**config.mk**
```make
export PLATFORM = sky130hd
export DESIGN_NAME = noc_out_port_alloc
export DESIGN_NICKNAME = d
export VERILOG_FILES = /design/src/rtl/noc_pkg.sv /design/src/rtl/noc_out_port_alloc_rr_arbiter.sv /design/src/rtl/noc_out_port_alloc.sv
export SDC_FILE = /design/constraint.sdc
export NUM_CORES = 1
export LEC_CHECK = 0
export ABC_CLOCK_PERIOD_IN_PS = 11600
export BUFFER_PORTS_ARGS = -buffer_cell sky130_fd_sc_hd__buf_4
export CELL_PAD_IN_SITES_DETAIL_PLACEMENT = 0
export CELL_PAD_IN_SITES_GLOBAL_PLACEMENT = 1
export CORE_MARGIN = 3
export CORE_UTILIZATION = 39
export CTS_BUF_LIST = sky130_fd_sc_hd__clkbuf_4 sky130_fd_sc_hd__clkbuf_8
export DETAILED_ROUTE_END_ITERATION = 12
export HOLD_SLACK_MARGIN = 0.06
export PLACE_DENSITY = 0.95
export SYNTH_ARGS = -nofsm -noshare
export SYNTH_HDL_FRONTEND = slang
export SYNTH_HIERARCHICAL = 1
export SYNTH_SLANG_ARGS = --single-unit
```
**constraint.sdc**
```tcl
create_clock -name clk -period 11.6 [get_ports clk]
set_clock_uncertainty 0.05 [all_clocks]
set_input_delay 1.74 -clock clk [delete_from_list [all_inputs] [get_ports clk]]
set_output_delay 1.74 -clock clk [all_outputs]
set_load 0.005 [all_outputs]
```
**src/rtl/noc_pkg.sv**
```systemverilog
// Shared NoC definitions: flit type encodings, field offsets and allocator states.
package noc_pkg;

    localparam int TYPE_W            = 3;
    localparam int DEFAULT_LEN_WIDTH = 12;

    localparam logic [TYPE_W-1:0] FLIT_HEADER = 3'b001;
    localparam logic [TYPE_W-1:0] FLIT_BODY   = 3'b010;
    localparam logic [TYPE_W-1:0] FLIT_TAIL   = 3'b100;

    // Type sits in the top bits of the flit; the length field follows directly below it.
    function automatic int type_msb(input int dw);
        return dw - 1;
    endfunction

    function automatic int len_msb(input int dw);
        return dw - 1 - TYPE_W;
    endfunction

    typedef enum logic {
        ST_IDLE = 1'b0,
        ST_XFER = 1'b1
    } alloc_state_e;

endpackage

```
**src/rtl/noc_out_port_alloc_rr_arbiter.sv**
```systemverilog
// Combinational round-robin arbiter: first eligible requester at or above rr_ptr, with wrap.
module rr_arbiter #(
    parameter int N  = 5,
    parameter int PW = (N > 1) ? $clog2(N) : 1
) (
    input  logic [N-1:0]  eligible,
    input  logic [PW-1:0] rr_ptr,
    output logic [N-1:0]  winner
);

    logic          found;
    logic [PW-1:0] idx;

    always_comb begin
        winner = '0;
        found  = 1'b0;
        idx    = '0;
        for (int k = 0; k < N; k++) begin
            idx = PW'((int'(rr_ptr) + k) % N);
            if (!found && eligible[idx]) begin
                winner[idx] = 1'b1;
                found       = 1'b1;
            end
        end
    end

endmodule

```
**src/rtl/noc_out_port_alloc.sv**
```systemverilog
// Per-output-port allocator: round-robin wormhole arbitration, registered RTS/DCTS link.
// Optional packet framing check enabled by defining NOC_ALLOC_TAIL_CHECK_EN.
module noc_out_port_alloc
    import noc_pkg::*;
#(
    parameter int NUM_IN     = 5,
    parameter int DATA_WIDTH = 32,
    parameter int LEN_WIDTH  = DEFAULT_LEN_WIDTH
) (
    input  logic                         clk,
    input  logic                         rst,
    input  logic [NUM_IN-1:0]            req_i,
    input  logic [NUM_IN-1:0]            valid_i,
    input  logic [NUM_IN*DATA_WIDTH-1:0] flit_i,
    output logic [NUM_IN-1:0]            rd_en_o,
    output logic [NUM_IN-1:0]            grant_o,
    output logic [DATA_WIDTH-1:0]        tx_o,
    output logic                         rts_o,
    input  logic                         dcts_i,
    output logic                         busy_o,
    output logic                         err_o
);

    localparam int PW       = (NUM_IN > 1) ? $clog2(NUM_IN) : 1;
    localparam int TYPE_MSB = type_msb(DATA_WIDTH);
    localparam int LEN_MSB  = len_msb(DATA_WIDTH);

    alloc_state_e          state_q, state_d;
    logic [NUM_IN-1:0]     grant_q, grant_d;
    logic [LEN_WIDTH-1:0]  cnt_q, cnt_d;
    logic [PW-1:0]         rr_ptr_q, rr_ptr_d;
    logic [DATA_WIDTH-1:0] tx_q, tx_d;
    logic                  rts_q, rts_d;
    logic                  busy_q, busy_d;

    logic [NUM_IN-1:0]     eligible;
    logic [NUM_IN-1:0]     winner;
    logic [LEN_WIDTH-1:0]  winner_len;
    logic [DATA_WIDTH-1:0] owner_flit;
    logic                  owner_valid;
    logic [PW-1:0]         owner_idx;
    logic                  xfer;
    logic                  last;

`ifdef NOC_ALLOC_TAIL_CHECK_EN
    logic                  first_q, first_d;
    logic                  err_q, err_d;
    logic                  is_tail;
    logic                  is_header;
`endif

    // Only header flits may open a wormhole; body/tail flits at an idle head are ignored.
    always_comb begin
        eligible = '0;
        for (int i = 0; i < NUM_IN; i++) begin
            eligible[i] = req_i[i] & valid_i[i]
                        & (flit_i[i*DATA_WIDTH + TYPE_MSB -: TYPE_W] == FLIT_HEADER);
        end
    end

    rr_arbiter #(
        .N  (NUM_IN),
        .PW (PW)
    ) u_arb (
        .eligible (eligible),
        .rr_ptr   (rr_ptr_q),
        .winner   (winner)
    );

    always_comb begin
        owner_flit  = '0;
        owner_valid = 1'b0;
        owner_idx   = '0;
        winner_len  = '0;
        for (int i = 0; i < NUM_IN; i++) begin
            if (grant_q[i]) begin
                owner_flit  = flit_i[i*DATA_WIDTH +: DATA_WIDTH];
                owner_valid = valid_i[i];
                owner_idx   = PW'(i);
            end
            if (winner[i]) begin
                winner_len = flit_i[i*DATA_WIDTH + LEN_MSB -: LEN_WIDTH];
            end
        end
    end

    assign xfer = (state_q == ST_XFER) && owner_valid && dcts_i;

`ifdef NOC_ALLOC_TAIL_CHECK_EN
    assign is_tail   = (owner_flit[TYPE_MSB -: TYPE_W] == FLIT_TAIL);
    assign is_header = (owner_flit[TYPE_MSB -: TYPE_W] == FLIT_HEADER);
    assign last      = (cnt_q == LEN_WIDTH'(1)) || is_tail;
`else
    assign last      = (cnt_q == LEN_WIDTH'(1));
`endif

    always_comb begin
        state_d  = state_q;
        grant_d  = grant_q;
        cnt_d    = cnt_q;
        rr_ptr_d = rr_ptr_q;
        tx_d     = tx_q;
        rts_d    = 1'b0;
        busy_d   = busy_q;
`ifdef NOC_ALLOC_TAIL_CHECK_EN
        first_d  = first_q;
        err_d    = 1'b0;
`endif
        case (state_q)
            ST_IDLE: begin
                if (|eligible) begin
                    state_d = ST_XFER;
                    grant_d = winner;
                    cnt_d   = (winner_len == '0) ? LEN_WIDTH'(1) : winner_len;
                    busy_d  = 1'b1;
`ifdef NOC_ALLOC_TAIL_CHECK_EN
                    first_d = 1'b1;
`endif
                end
            end
            ST_XFER: begin
                if (xfer) begin
                    tx_d  = owner_flit;
                    rts_d = 1'b1;
                    cnt_d = cnt_q - LEN_WIDTH'(1);
`ifdef NOC_ALLOC_TAIL_CHECK_EN
                    // The opening header is exempt; later flits must agree with the count.
                    first_d = 1'b0;
                    err_d   = !first_q
                            && ((is_tail != (cnt_q == LEN_WIDTH'(1))) || is_header);
`endif
                    if (last) begin
                        state_d  = ST_IDLE;
                        grant_d  = '0;
                        cnt_d    = '0;
                        busy_d   = 1'b0;
                        rr_ptr_d = (owner_idx == PW'(NUM_IN - 1)) ? '0 : owner_idx + PW'(1);
                    end
                end
            end
            default: state_d = ST_IDLE;
        endcase
    end

    always_ff @(posedge clk) begin
        if (rst) begin
            state_q  <= ST_IDLE;
            grant_q  <= '0;
            cnt_q    <= '0;
            rr_ptr_q <= '0;
            tx_q     <= '0;
            rts_q    <= 1'b0;
            busy_q   <= 1'b0;
`ifdef NOC_ALLOC_TAIL_CHECK_EN
            first_q  <= 1'b0;
            err_q    <= 1'b0;
`endif
        end else begin
            state_q  <= state_d;
            grant_q  <= grant_d;
            cnt_q    <= cnt_d;
            rr_ptr_q <= rr_ptr_d;
            tx_q     <= tx_d;
            rts_q    <= rts_d;
            busy_q   <= busy_d;
`ifdef NOC_ALLOC_TAIL_CHECK_EN
            first_q  <= first_d;
            err_q    <= err_d;
`endif
        end
    end

    // The pop is combinational so the FIFO advances in the same cycle the flit is captured.
    assign rd_en_o = (xfer && !rst) ? grant_q : '0;
    assign grant_o = grant_q;
    assign tx_o    = tx_q;
    assign rts_o   = rts_q;
    assign busy_o  = busy_q;
`ifdef NOC_ALLOC_TAIL_CHECK_EN
    assign err_o   = err_q;
`else
    assign err_o   = 1'b0;
`endif

endmodule

```
======== Word-level counts from Yosys, hierarchy flattened ========
Index checks and enable logic that the tools add are counted.
word-level totals
  bits of input ports ..................... 173
  word-level logic and storage cells ...... 145
  bits in registers ....................... 55
cells by class
  equal/unequal tests ..................... 10
  magnitude comparators ................... 10
  divide/modulo/power cells ............... 5
  bitwise gates (word level) .............. 15
  $add $sub $neg .......................... 6
  reduce and logical (&&, ||, !) cells .... 24
  mux-type cells .......................... 68
operator list
  kind                                                                                 number
  32-bit two-way mux                                                                   5
  32-bit by 4-bit modulo with 32-bit output, second input constant                     4
  12-bit two-way mux                                                                   9
  5-bit two-way mux                                                                    9
  4-bit by 4-bit modulo with 32-bit output, second input constant                      1
  1-bit two-way mux                                                                    27
  12-bit one-hot mux with 2 select lines                                               1
  3-bit by 4-bit less-than comparator with 1-bit output, second input constant         5
  5-bit OR                                                                             4
  1-bit binary-select mux with 3-bit select                                            5
  1-bit demux with 3-bit select                                                        5
  3-bit by 1-bit == test with 1-bit output, second input constant                      5
  3-bit by 1-bit greater-or-equal comparator with 1-bit output, second input constant  5
  12-bit by 1-bit == test with 1-bit output, second input constant                     1
  1-bit logical AND                                                                    12
  12-bit logical NOT                                                                   1
  3-bit two-way mux                                                                    4
  12-bit by 1-bit subtractor with 12-bit output, second input constant                 1
  1-bit AND                                                                            10
  5-bit one-hot mux with 2 select lines                                                1
  3-bit by 2-bit adder with 4-bit output, second input constant                        2
  3-bit AND reduction                                                                  2
  1-bit logical NOT                                                                    5
  5-bit OR reduction                                                                   1
  10 further kinds                                                                     13

======== Logic depth before layout (Yosys ltp) ========
  depth after elaboration ................. 26
  gate-level depth with buffers ........... 27

======== Modules after synthesis ========
The synthesis kept the hierarchy.
by module, submodules not included
  module              area each (um^2)  cells an instance  instances
  noc_out_port_alloc  4121.5            583                1
  rr_arbiter          1781.7            255                1

======== Worst setup path after synthesis ========
No wires, ideal clock.
  kind .................................... flip-flop to flip-flop
  start ................................... register rr_ptr_q[0]
  end ..................................... register cnt_q[0]
  arrival ................................. 6.000 ns
  buffers on the path ..................... 3
  data required time ...................... 11.430 ns
  period minus slack after synthesis ...... 6.169 ns
  path slack .............................. 5.431 ns
  cell stages (with the launch flop) ...... 25
  library setup time ...................... 0.120 ns
  cells stage by stage .................... dfxtp_1 > inv_1 > clkbuf_1 > ha_1 > clkbuf_1 > inv_1 > ha_1 > nor3_1 > or3_1 > nand2_1 > ha_1 > nand2b_1 > nor3b_1 > a221oi_4 > mux2i_1 > a2111oi_4 > a21boi_2 > nor4b_1 > or4_1 > clkbuf_1 > a221oi_1 > o22ai_1 > nand4_1 > nor3_1 > o31a_1
RTL lines
  item                                                                                line                                 text
  start, declared                                                                     noc_out_port_alloc.sv:31             logic [PW-1:0] rr_ptr_q, rr_ptr_d;
  start signal, assigned                                                              noc_out_port_alloc.sv:162            rr_ptr_q <= rr_ptr_d;
  branches (longest 15 deep; another with 32-bit by 4-bit modulo with 32-bit output)  --
  5-bit two-way mux (*)                                                               noc_out_port_alloc_rr_arbiter.sv:20  if (!found && eligible[idx]) begin
  via winner[2]                                                                       noc_out_port_alloc.sv:37             logic [NUM_IN-1:0] winner;
  12-bit two-way mux (*) (3 in a row)                                                 noc_out_port_alloc.sv:81             if (winner[i]) begin
  12-bit logical NOT                                                                  noc_out_port_alloc.sv:114            cnt_d = (winner_len == '0) ? LEN_WIDTH'(1) : winner_len;
  12-bit two-way mux (*)                                                              noc_out_port_alloc.sv:114
  12-bit two-way mux (*)                                                              noc_out_port_alloc.sv:111            if (|eligible) begin
  12-bit one-hot mux with 2 select lines (*)                                          noc_out_port_alloc.sv:109            case (state_q)
  end signal, assigned                                                                noc_out_port_alloc.sv:161            cnt_q <= cnt_d;
  end, declared                                                                       noc_out_port_alloc.sv:30             logic [LEN_WIDTH-1:0] cnt_q, cnt_d;
Mark *: on every way through the listed nets, which the timed path passes. The select of a mux whose other input is x is not followed.
A chain may end at the register's enable or synchronous reset.

======== Worst setup path after layout ========
  start ................................... register rr_ptr_q[1]
  end ..................................... register cnt_q[0]
RTL lines
  item                                                                                line
  branches (longest 15 deep; another with 32-bit by 4-bit modulo with 32-bit output)  --
  5-bit two-way mux (*)                                                               noc_out_port_alloc_rr_arbiter.sv:20
  via winner[1]                                                                       noc_out_port_alloc.sv:37
  12-bit two-way mux (*) (4 in a row)                                                 noc_out_port_alloc.sv:81
  12-bit logical NOT                                                                  noc_out_port_alloc.sv:114
  12-bit two-way mux (*)                                                              noc_out_port_alloc.sv:114
  12-bit two-way mux (*)                                                              noc_out_port_alloc.sv:111
  12-bit one-hot mux with 2 select lines (*)                                          noc_out_port_alloc.sv:109
Marks and branches as above.

==> flow_summary.json <==
{
  "status": "finished, final reports clean",
  "top_usage_layer": "met2",
  "first_global_vias": 6517,
  "slew_violations": 0,
  "rsz0062_at_grt": "false",
  "dieArea_um2": 16600,
  "yosysSeqAreaShare": 0.187,
  "die_y_um": 129,
  "vdd_drop_max_mv": 0.0431,
  "drive_gt1_frac": 0.263,
  "clk_path_buf_depth": 2,
  "hold_violations": 0,
  "dp_hpwl_mm": 17.5,
  "gr-usage-met1": 0.351,
  "syn_nets": 1035,
  "num_io_pins": 218,
  "root_buffer": "clkbuf_8",
  "setup_slack_ns": 4.29,
  "rows": 44,
  "area_growth_pct": 28.8,
  "first_iter_violations": 663,
  "fin_nets": 1201,
  "cts_max_level": 2,
  "yosysWarningCount": 6,
  "p_per_area_nw_per_um2": 56.3,
  "dpl_worst_slack_ns": 4.44,
  "grt-ovfl-total": 0,
  "relSlewSlack": 0.359,
  "viasPerCell": 6.06,
  "start_kind": "register",
  "tightest_slew_ns": 0.951,
  "holdWs_ns": 0.407,
  "dr.pass1.iters": 5,
  "cts_hold_buf": 0,
  "worst-path-max-fanout": 19,
  "r2r_cells": 22,
  "grt_use_total": 0.259,
  "drc": 0,
  "tns_ns": 0,
  "clk_latency_ns": 0.34,
  "synth_area_per_cell_um2": 7.04,
  "diodes": 0,
  "grt_util_met3": 0.0383,
  "drv_cap": 0,
  "routed_wl_mm": 23.3,
  "synthesis.instances": 838,
  "fin_crit_sh": 0.630,
  "fmax_mhz": 137,
  "min_path_cells": 2,
  "cp.arrival_ns": 7.49,
  "critPathRequiredTime_ns": 11.78,
  "path_class": "register to register",
  "use_met2": 0.429,
  "ant_nets": 0,
  "synth_cell_types": 80,
  "cts_setup_buffers": 0,
  "antenna_found_initial": 0,
  "place.gp.congestion": 0.911,
  "cts_resized": 0,
  "clkSinkCount": 55,
  "die_x_um": 129,
  "layout_min_cycle_time_ns": 7.31,
  "grt_max_degree": 66,
  "setup-violations-final": 0,
  "synth_top_flop_cell": "dfxtp_1",
  "syn_area_um2": 5900,
  "fp.coreArea_um2": 14600,
  "p_leak_nw": 3.07,
  "port_buffers": 216,
  "synth_seq_cells": 55,
  "dr_total_vias": 7202,
  "routedWlPerCell_um": 19.6,
  "async_flop_share": 0,
  "clk_pin_slew_ns": 0.12,
  "grt_pass1_wl_mm": 34.9,
  "synth_edf_count": 0,
  "cts_tree": "yes",
  "cp-end-kind": "register",
  "initial_utilization": 0.403,
  "cts_buffers": 5,
  "hold_path_class": "register to register"
}
## critical path: stages, from the launching register on
cell and delay [ns]:
dfxtp_1 0.69, inv_1 0.27, ha_1 0.71, inv_1 0.18, ha_1 0.26, nor3_1 0.35, or3_1 0.23, nand2_1 0.12
ha_1 0.21, nand2b_1 0.18, nor3b_1 0.18, a221oi_4 0.40, mux2i_1 0.23, a2111oi_4 0.42, a21boi_2 0.31, nor4b_1 0.08
nand4b_1 0.75, nor2b_1 0.67, a221o_1 0.23, a31oi_1 0.13, nand4_1 0.18, nor3_1 0.07, o31a_1 0.27
## cells by family (layout without fill, tap and decap cells)
group	after synthesis	after routing	share of synthesized area
AO/OA/AOI/OAI	312	312	0.371
XOR/XNOR	8	8	0.0119
adder cells (fa/ha/maj)	24	24	0.0509
buffers and inverters	99	266	0.0772
flip-flops	55	55	0.187
multiplexers	13	13	0.0267
other	1	1	0.000635
AND/OR/NAND/NOR	326	326	0.275
## area by class of cell
type	count	area [µm²]
clock buffers	5	68.8
clock inverters	3	23.8
fillers	1467	7040
inverters	33	126
multi-input cells	684	4360
flip-flops and latches	55	1100
well taps	184	230
repair buffers	225	1690
## synthesized netlist by cell type (4+ instances only)
library cell | number | area share
o211ai_1 | 14 | 0.018
a211oi_1 | 6 | 0.0076
nand3b_1 | 7 | 0.0089
inv_1 | 31 | 0.020
or3_1 | 5 | 0.0053
xnor2_1 | 5 | 0.0074
a21o_1 | 4 | 0.0051
a31oi_1 | 14 | 0.015
nor4b_1 | 4 | 0.0059
nor3_1 | 24 | 0.020
clkbuf_1 | 32 | 0.020
or4_1 | 4 | 0.0051
buf_2 | 23 | 0.019
nand3_1 | 19 | 0.016
o22ai_1 | 13 | 0.014
buf_4 | 8 | 0.010
a22oi_1 | 10 | 0.013
a22o_1 | 29 | 0.043
nor2b_1 | 7 | 0.0074
nor3b_1 | 8 | 0.010
a221oi_1 | 32 | 0.047
a21oi_1 | 68 | 0.058
a221o_1 | 7 | 0.012
o32ai_1 | 7 | 0.010
nand4b_1 | 7 | 0.010
o21ai_1 | 8 | 0.0068
dfxtp_1 | 55 | 0.19
and3_1 | 6 | 0.0064
ha_1 | 24 | 0.051
nand4_1 | 6 | 0.0064
and2_1 | 7 | 0.0074
nor2_1 | 36 | 0.023
nand2_1 | 150 | 0.095
o21a_1 | 7 | 0.0089
o21ai_0 | 56 | 0.047
mux2i_1 | 9 | 0.015
nand2b_1 | 17 | 0.018
## routing by layer
metal,vias up,share of wire
met2,333,0.49
li1,3468,-
met1,3359,0.42
met5,-,0
met3,42,0.070
met4,0,0.025
## power by group
part / internal (mW) / leakage, nW / switching, mW
clock: 0.0439 / 0.0461 / 0.0759
combinational: 0.0595 / 2.58 / 0.0517
sequential: 0.191 / 0.445 / 0.00515
## path summary, 6_finish.rpt
| check | from | slack (ns) | to |
|---|---|---|---|
| max | rr_ptr_q[1] | 4.29 | cnt_q[0] |
| min | tx_o[27] | 0.41 | tx_o[27] |
| max reg2reg | rr_ptr_q[1] | 4.29 | cnt_q[0] |
| min reg2reg | tx_o[27] | 0.41 | tx_o[27] |
## state kept, by name (all words and copies together), names as in the netlist
name / flops
busy_o: 1
cnt_q: 12
grant_o: 5
rr_ptr_q: 3
rts_o: 1
state_q: 1
tx_o: 32
## layout by cell type (no fill, tap or decap), drive strengths merged, types with 19 or more instances in the layout
cell,instances
a21oi,71
a221oi,34
a22o,29
buf,225
dfxtp,55
ha,24
inv,33
nand2,150
nand3,19
nor2,38
nor3,25
o21ai,65
## through the flow
stage                     area (µm²)  std cells  power [mW]   util
after global routing            7600       1189       0.447  0.519
after floorplan                 5900        838       0.247      -
after CTS                       7600       1189       0.427  0.519
after global placement          7510       1181       0.310  0.513
final                           7600       1189       0.428  0.519
after detailed placement        7510       1181       0.310  0.513
(Power assumes the default switching activity.)
